[src/rtl/disp_scan_ctrl.sv]
// Four-digit display scan controller: digit multiplexing, source select, blinking and blanking.
// Optional power-on lamp test is built when DISP_LAMP_TEST_EN is defined.
module disp_scan_ctrl #(
    parameter int CLK_HZ      = 100_000_000,
    parameter int SCAN_HZ     = 1000,
    parameter int BLINK_HZ    = 2,
    parameter int LAMP_FRAMES = 250
) (
    input  logic        clk,
    input  logic        rst_n,
    input  logic [15:0] time_digits,
    input  logic [15:0] alarm_digits,
    input  logic [1:0]  mode,
    input  logic        edit_field,
    input  logic        alarm_ring,
    output logic [1:0]  sel,
    output logic [3:0]  num,
    output logic        blank,
    output logic        dp_enable,
    output logic        dp_clk
);
    localparam int SCAN_DIV  = CLK_HZ / SCAN_HZ;
    localparam int BLINK_DIV = CLK_HZ / (2 * BLINK_HZ);
    localparam int PW        = $clog2(SCAN_DIV);
    localparam int BW        = $clog2(BLINK_DIV + 1);

    if (SCAN_DIV < 2) begin : g_bad_scan
        $error("disp_scan_ctrl: SCAN_DIV must be at least 2");
    end
    if (BLINK_DIV < 1) begin : g_bad_blink
        $error("disp_scan_ctrl: BLINK_DIV must be at least 1");
    end
    if (LAMP_FRAMES < 1) begin : g_bad_lamp
        $error("disp_scan_ctrl: LAMP_FRAMES must be at least 1");
    end

    logic [PW-1:0] pcnt_q, pcnt_d;
    logic [BW-1:0] blink_cnt_q, blink_cnt_d;
    logic          blink_phase_q, blink_phase_d;
    logic [1:0]    sel_q, sel_d;
    logic [3:0]    num_q, num_d;
    logic          blank_q, blank_d;
    logic          dp_en_q, dp_en_d;
    logic [1:0]    mode_s_q, mode_s_d;
    logic [15:0]   time_s_q, time_s_d;
    logic [15:0]   alarm_s_q, alarm_s_d;

    logic        tick;
    logic        wrap;
    logic [1:0]  sel_nx;
    logic [1:0]  mode_eff;
    logic [15:0] src;
    logic [3:0]  nib;
    logic        in_edit;
    logic        blank_run;
    logic        lamp_now;
    logic        lamp_nx;

    assign tick   = (pcnt_q == PW'(SCAN_DIV - 1));
    assign wrap   = tick && (sel_q == 2'd3);
    assign sel_nx = sel_q + 2'd1;

    // At the wrap edge digit 0 must come from the incoming sources, not the stale snapshot.
    assign mode_eff = wrap ? mode : mode_s_q;
    assign src      = wrap ? (mode[0] ? alarm_digits : time_digits)
                           : (mode_s_q[0] ? alarm_s_q : time_s_q);
    assign nib      = src[{sel_nx, 2'b00} +: 4];
    assign in_edit  = edit_field ? sel_nx[1] : ~sel_nx[1];

    assign blank_run = (alarm_ring & blink_phase_q)
                     | (mode_eff[1] & in_edit & blink_phase_q)
                     | (~mode_eff[1] & (sel_nx == 2'd3) & (nib == 4'd0));

`ifdef DISP_LAMP_TEST_EN
    typedef enum logic {ST_LAMP, ST_RUN} state_t;
    localparam int FW = $clog2(LAMP_FRAMES + 1);

    state_t        state_q, state_d;
    logic [FW-1:0] fcnt_q, fcnt_d;

    always_ff @(posedge clk or negedge rst_n) begin
        if (!rst_n) begin
            state_q <= ST_LAMP;
            fcnt_q  <= '0;
        end else begin
            state_q <= state_d;
            fcnt_q  <= fcnt_d;
        end
    end

    // The first wrap opens frame 1, so the wrap seen with fcnt == LAMP_FRAMES closes the last one.
    always_comb begin
        state_d = state_q;
        fcnt_d  = fcnt_q;
        if (state_q == ST_LAMP && wrap) begin
            if (fcnt_q == FW'(LAMP_FRAMES)) state_d = ST_RUN;
            else                            fcnt_d  = fcnt_q + 1'b1;
        end
    end

    assign lamp_now = (state_q == ST_LAMP);
    assign lamp_nx  = (state_d == ST_LAMP);
`else
    assign lamp_now = 1'b0;
    assign lamp_nx  = 1'b0;
`endif

    always_comb begin
        pcnt_d        = tick ? '0 : pcnt_q + 1'b1;
        blink_cnt_d   = blink_cnt_q + 1'b1;
        blink_phase_d = blink_phase_q;
        if (blink_cnt_q == BW'(BLINK_DIV - 1)) begin
            blink_cnt_d   = '0;
            blink_phase_d = ~blink_phase_q;
        end

        sel_d     = sel_q;
        num_d     = num_q;
        blank_d   = blank_q;
        dp_en_d   = dp_en_q;
        mode_s_d  = mode_s_q;
        time_s_d  = time_s_q;
        alarm_s_d = alarm_s_q;

        if (wrap) begin
            mode_s_d  = mode;
            time_s_d  = time_digits;
            alarm_s_d = alarm_digits;
        end

        if (tick) begin
            sel_d = sel_nx;
            if (lamp_nx) begin
                num_d   = 4'd8;
                blank_d = 1'b0;
                dp_en_d = 1'b1;
            end else begin
                num_d   = nib;
                blank_d = blank_run;
                if (wrap) dp_en_d = ~mode[0];
            end
        end
    end

    always_ff @(posedge clk or negedge rst_n) begin
        if (!rst_n) begin
            pcnt_q        <= '0;
            blink_cnt_q   <= '0;
            blink_phase_q <= 1'b0;
            sel_q         <= 2'b11;
            num_q         <= '0;
            blank_q       <= 1'b1;
            dp_en_q       <= 1'b0;
            mode_s_q      <= '0;
            time_s_q      <= '0;
            alarm_s_q     <= '0;
        end else begin
            pcnt_q        <= pcnt_d;
            blink_cnt_q   <= blink_cnt_d;
            blink_phase_q <= blink_phase_d;
            sel_q         <= sel_d;
            num_q         <= num_d;
            blank_q       <= blank_d;
            dp_en_q       <= dp_en_d;
            mode_s_q      <= mode_s_d;
            time_s_q      <= time_s_d;
            alarm_s_q     <= alarm_s_d;
        end
    end

    assign sel       = sel_q;
    assign num       = num_q;
    assign blank     = blank_q;
    assign dp_enable = dp_en_q;
    assign dp_clk    = blink_phase_q & ~lamp_now;

endmodule

[config.mk]
export PLATFORM = sky130hd
export DESIGN_NAME = disp_scan_ctrl
export DESIGN_NICKNAME = d
export VERILOG_FILES = /design/src/rtl/disp_scan_ctrl.sv
export SDC_FILE = /design/constraint.sdc
export NUM_CORES = 1
export LEC_CHECK = 0
export BUFFER_PORTS_ARGS = -buffer_cell sky130_fd_sc_hd__buf_2
export CAP_MARGIN = 20
export CORE_ASPECT_RATIO = 0.6
export CORE_MARGIN = 3
export CORE_UTILIZATION = 58
export CTS_CLUSTER_SIZE = 25
export DETAILED_ROUTE_END_ITERATION = 10
export PLACE_DENSITY = 0.79
export RECOVER_POWER = 25
export SYNTH_ARGS = -nofsm -noshare
export SYNTH_HDL_FRONTEND = slang
export SYNTH_SLANG_ARGS = --single-unit
[constraint.sdc]
create_clock -name clk -period 3.8 [get_ports clk]
set_clock_uncertainty 0.2 [all_clocks]
set_input_delay 0 -clock clk [delete_from_list [all_inputs] [get_ports clk]]
set_output_delay 0 -clock clk [all_outputs]
set_load 0.02 [all_outputs]
# Word level (Yosys, flattened, before mapping)
# Index checks and enable logic that the tools add are counted.
dict set report totals {
  register_bits 85
  in_bits 38
  out_inout_bits 9
  wordCells 40
}
dict set report classes {
  addsub 3
  eq_ne 4
  n_shift 1
  mux 7
  bitwise 11
  reduce_logical 3
}
# cell n
set ops {}
lappend ops {{two-way mux 16 bit} 3}
lappend ops {{adder 25 x 1 -> 25 bit, second input constant} 1}
lappend ops {{== test 25 bit, second input constant} 1}
lappend ops {{two-way mux 25 bit} 1}
lappend ops {{adder 17 x 1 -> 17 bit, second input constant} 1}
lappend ops {{== test 17 bit, second input constant} 1}
lappend ops {{two-way mux 17 bit} 1}
lappend ops {{indexed part select 16 x 5 -> 4 bit} 1}
lappend ops {{bitwise AND 1 bit} 5}
lappend ops {{== test 2 bit, second input constant} 2}
lappend ops {{zero test 4 bit} 1}
lappend ops {{NOT 1 bit} 4}
lappend ops {{adder 2 x 1 -> 2 bit, second input constant} 1}
lappend ops {{two-way mux 2 bit} 1}
lappend ops {{OR 1 bit} 2}
lappend ops {{AND reduction 2 bit} 1}
lappend ops {{logical AND 1 bit} 1}
lappend ops {{two-way mux 1 bit} 1}

# Logic depth before layout (Yosys ltp)
dict set report logic_depth {
  word_depth 7
  depth_mapped 11
  depth_no_buf 9
}

# Worst setup path before layout
# OpenSTA, ideal clock, no wires.
dict set report synth_path {
  kind {flip-flop to flip-flop}
  startpoint {register sel_q[0] (netlist: sel[0])}
  endpoint {register blank_q (netlist: blank)}
  arrival_ns 2.708
  required_ns 3.528
  path_slack_ns 0.820
  stages_incl_launch_ff 12
  n_path_buf 2
  cell_sequence {dfstp_2 > clkbuf_1 > inv_1 > ha_1 > clkbuf_1 > inv_1 > nand2_1 > a211oi_1 > a41oi_2 > nand3_1 > or4_1 > o21ai_1}
}
# element line
set synth_rtl {}
lappend synth_rtl {{start: declaration} 40} ;# logic [1:0] sel_q, sel_d;
lappend synth_rtl {{start signal: assignment} 161} ;# sel_q <= sel_d;
lappend synth_rtl {{adder 2 x 1 -> 2 bit *} 61} ;# assign sel_nx = sel_q + 2'd1;
lappend synth_rtl {{via sel_nx[0]} 50} ;# logic [1:0] sel_nx;
lappend synth_rtl {{indexed part select 16 x 5 -> 4 bit / == test 2 bit (equally long branches)} {67, 72}}
lappend synth_rtl {{zero test 4 bit / bitwise AND 1 bit (equally long branches)} 72} ;# | (~mode_eff[1] & (sel_nx == 2'd3) & (nib == 4'd0));
lappend synth_rtl {{bitwise AND 1 bit *} 72}
lappend synth_rtl {{OR 1 bit *} 72}
lappend synth_rtl {{end signal: assignment} 163} ;# blank_q <= blank_d;
lappend synth_rtl {{end: declaration} 42} ;# logic blank_q, blank_d;
# The timed path passes the listed nets; every way through them passes the cells marked *.
# A chain may end at the register's enable or synchronous reset.

# Worst setup path after layout
dict set report layout_path {
  startpoint {register pcnt_q[6]}
  endpoint {register blank_q (netlist: blank)}
}
dict set report layout_via {
  elab_chain_len 7
}
# element line
set layout_lines {}
lappend layout_lines {{start: declaration} 37} ;# logic [PW-1:0] pcnt_q, pcnt_d;
lappend layout_lines {{start signal: assignment} 158} ;# pcnt_q <= pcnt_d;
lappend layout_lines {{== test 17 bit *} 59} ;# assign tick = (pcnt_q == PW'(SCAN_DIV - 1));
lappend layout_lines {{logical AND 1 bit *} 60} ;# assign wrap = tick && (sel_q == 2'd3);
lappend layout_lines {{two-way mux 2 bit *} -}
lappend layout_lines {{via mode_eff[1]} 51} ;# logic [1:0] mode_eff;
lappend layout_lines {{bitwise AND 1 bit / NOT 1 bit (equally long branches)} {71, 72}}
lappend layout_lines {{bitwise AND 1 bit (on tied branches)} {71, 72}}
lappend layout_lines {{OR 1 bit / bitwise AND 1 bit (equally long branches)} {71, 72}}
lappend layout_lines {{OR 1 bit *} 72}
# Marks and branches as above.

==> out/qor.csv <==
metric,value,unit
via count,3560,
Post-CTS Setup Repair Bufs,0,
CTS buffer count,9,
num rows,23,
largest family of logic cells by synthesized area,simple AND/OR/NAND/NOR gates,
largest net degree at the start of global routing,86,
YS warnings,0,
Post-layout nets,571,
Crit. Startpoint,pcnt_q[6]$_DFF_PN0_,
CTS Sinks,85,
DRC viols,0,
Max Clk Rate,290,MHz
number of global-route vias before repair,3594,
placer congestion estimate,0.825,
share of cells above drive strength 1,13.3,%
area growth from synthesis to layout,23.1,%
r2r endpoint,blank$_DFFE_PN1N_,
CP arrival,3520,ps
worst hold path class,in -> reg,
Max Cap Viol,0,
Die Width,116,um
synthesized cell area,0.00422,sq mm
worst skew pair latency,340,ps
Setup TNS Final,0,ps
die footprint,0.00837,sq mm
post-synthesis net count,488,
CP Data Required Time,3870,ps
die height,72.1,um
H-tree level count,3,
drt pass-1 iters,5,
Routed WL,10.5,mm
Synth cell types,46,
HPWL after DPL,6.82,mm
register area share after synthesis,50.5,%
Peak VDD IR,273,uV
post-synthesis mux area share,8.54,%
num ports,47,
CP Class,reg -> reg,
Core ar.,0.00685,sq mm
initial antenna violation count,0,
crit path capture,blank$_DFFE_PN1N_,
PortBufs,46,
gr ovfl total,0,
Compound-Gate Fraction of Synth Area,5.42,%
Root Buffer,clkbuf_16,
antenna cells,0,
RSZ-0062 raised after global routing,no,
clock-pin slew on the worst setup and hold paths,60,ps
XOR/XNOR Fraction of Synth Area,7.88,%
first-pass GRT wire length,17.9,mm
Synth top area share,48.6,%
R2R Setup Slk,350,ps
leak pwr,2.47,nW
Power Density,356,mW/mm^2
"Slew Viols, Final",0,
Synth area leaders,"dfrtp_1 (49%), nand2_1 (12%), mux2i_1 (6.4%), xnor2_1 (4.1%), xor2_1 (3.7%)",
synthesized flop and latch total,85,
post-synthesis adder-cell area fraction,1.19,%
commonest cells in the netlist,"nand2_1 (130), dfrtp_1 (82), nor2_1 (31), mux2i_1 (27), xnor2_1 (20)",
Final Total Pwr,1.85,mW
CTS tree,yes,
Tot GR Track Use,27.6,%
"antenna viol nets, final",0,
Final min period,3450,ps
crit start category,register,
Synth async-reset ratio,100,%
Iter 0 DRT Violations,254,
status,"finished, final reports clean",
Post-synth EDFFs,0,
Hold Crit Depth,4,
cells on worst reg2reg path,9,
Slew @ Worst Pin,1390,ps
crit path capture type,register,
reg2reg start,pcnt_q[6]$_DFF_PN0_,
"Primary FF master, synth",dfrtp_1,
Mapped Avg Cell Area,9.47,sq um
Via density,5.74,
"area leader, netlist",dfrtp_1,
Critical Path Fanout Max,13,
slew margin rel.,7.20,%
final clock period utilization by the worst path,90.8,%
Post-Synth Simple-Gate Area,24.1,%
hold violation count in the final report,0,
Initial Util,61.6,%
CTS Buffer Depth,2,
Synth Instances,446,
routed len/inst,17.0,um
top-count cell post-synth,nand2_1,
endpoints failing setup,0,
hold_ws,211,ps
==> worst min-delay path by stage <==
stage	start	end	slack [ps]
finish	alarm_digits[6]	alarm_s_q[6]$_DFFE_PN0N_	210
detailed placement	time_digits[3]	time_s_q[3]$_DFFE_PN0N_	20
global route	alarm_digits[10]	alarm_s_q[10]$_DFFE_PN0N_	220
CTS	alarm_digits[9]	alarm_s_q[9]$_DFFE_PN0N_	190
global placement	time_digits[15]	time_s_q[15]$_DFFE_PN0N_	10
floorplan	rst_n	alarm_s_q[0]$_DFFE_PN0N_	-500
==> state kept, by name, indices dropped and copies added, names as in the netlist <==
signal	count
sel	2
dp_enable	1
blank	1
dp_clk	1
time_s_q	16
pcnt_q	17
num	4
mode_s_q	2
blink_cnt_q	25
alarm_s_q	16
==> cell families (layout without fill, tap and decap cells) <==
| kind of cell | Yosys count | in the layout |
|---|---|---|
| AND/OR/NAND/NOR | 224 | 224 |
| flip-flops | 85 | 85 |
| XOR/XNOR | 38 | 38 |
| AO/OA/AOI/OAI | 36 | 36 |
| multiplexers | 34 | 34 |
| buffers and inverters | 25 | 112 |
| adder cells (fa/ha/maj) | 4 | 4 |
==> final cells by class <==
type,instances,area (sq um)
tap,87,109
multi-input combinational,336,1990
fill,473,1650
clock inverter,2,35.0
timing repair buffer,91,672
sequential,85,2130
inverter,6,22.5
clock buffer,13,240
==> what timing repair did <==
item,4_1_cts,5_1_grt
endpoints found under the hold margin,118,23
hold buffers,37,1
resized for setup,0,0
==> layer usage <==
| layer | vias up | wire [um] | GRT usage (%) |
|---|---|---|---|
| li1 | 1663 | - | - |
| met1 | 1718 | 4900 | 39.9 |
| met2 | 154 | 4650 | 40.4 |
| met3 | 25 | 724 | 7.00 |
| met4 | 0 | 264 | 10.9 |
| met5 | - | 0 | 0 |
==> metrics by stage <==
step           cell area (sq um)  setup WS (ps)  util, %  std cells
6_report                    5200            349     75.9        620
5_1_grt                     5200            184     75.9        620
3_5_place_dp                4530            538     66.1        566
4_1_cts                     5170            397     75.6        618
3_3_place_gp                4530            632     66.1        566
2_1_floorplan               4220            820        -        446
==> critical path, stage by stage (launching register included) <==
cell and delay [ps]:
dfrtp_1 440, or4b_4 600, nor4_4 470, and2_4 340
mux2_2 390, a21oi_1 140, dlygate4sd3_1 560, nor2_1 50
a21oi_1 120, o21ai_1 80
==> placed cells by master, fill, tap and decap left out, drive strengths merged, types with 6 or more instances in the layout <==
cell type	instances
clkbuf	22
nand4	7
dlygate4sd3	38
and3	10
nand3	19
xnor2	20
nor2	31
nand2	131
xor2	18
inv	6
dfrtp	82
mux2	6
buf	44
a21oi	7
mux2i	27
o21ai	13
==> report_power, final <==
group,internal [mW],total [mW],switching (mW)
registers,0.906,0.907,0.000277
logic,0.0516,0.0978,0.0462
clock network,0.505,0.845,0.339
(Power assumes the default switching activity.)
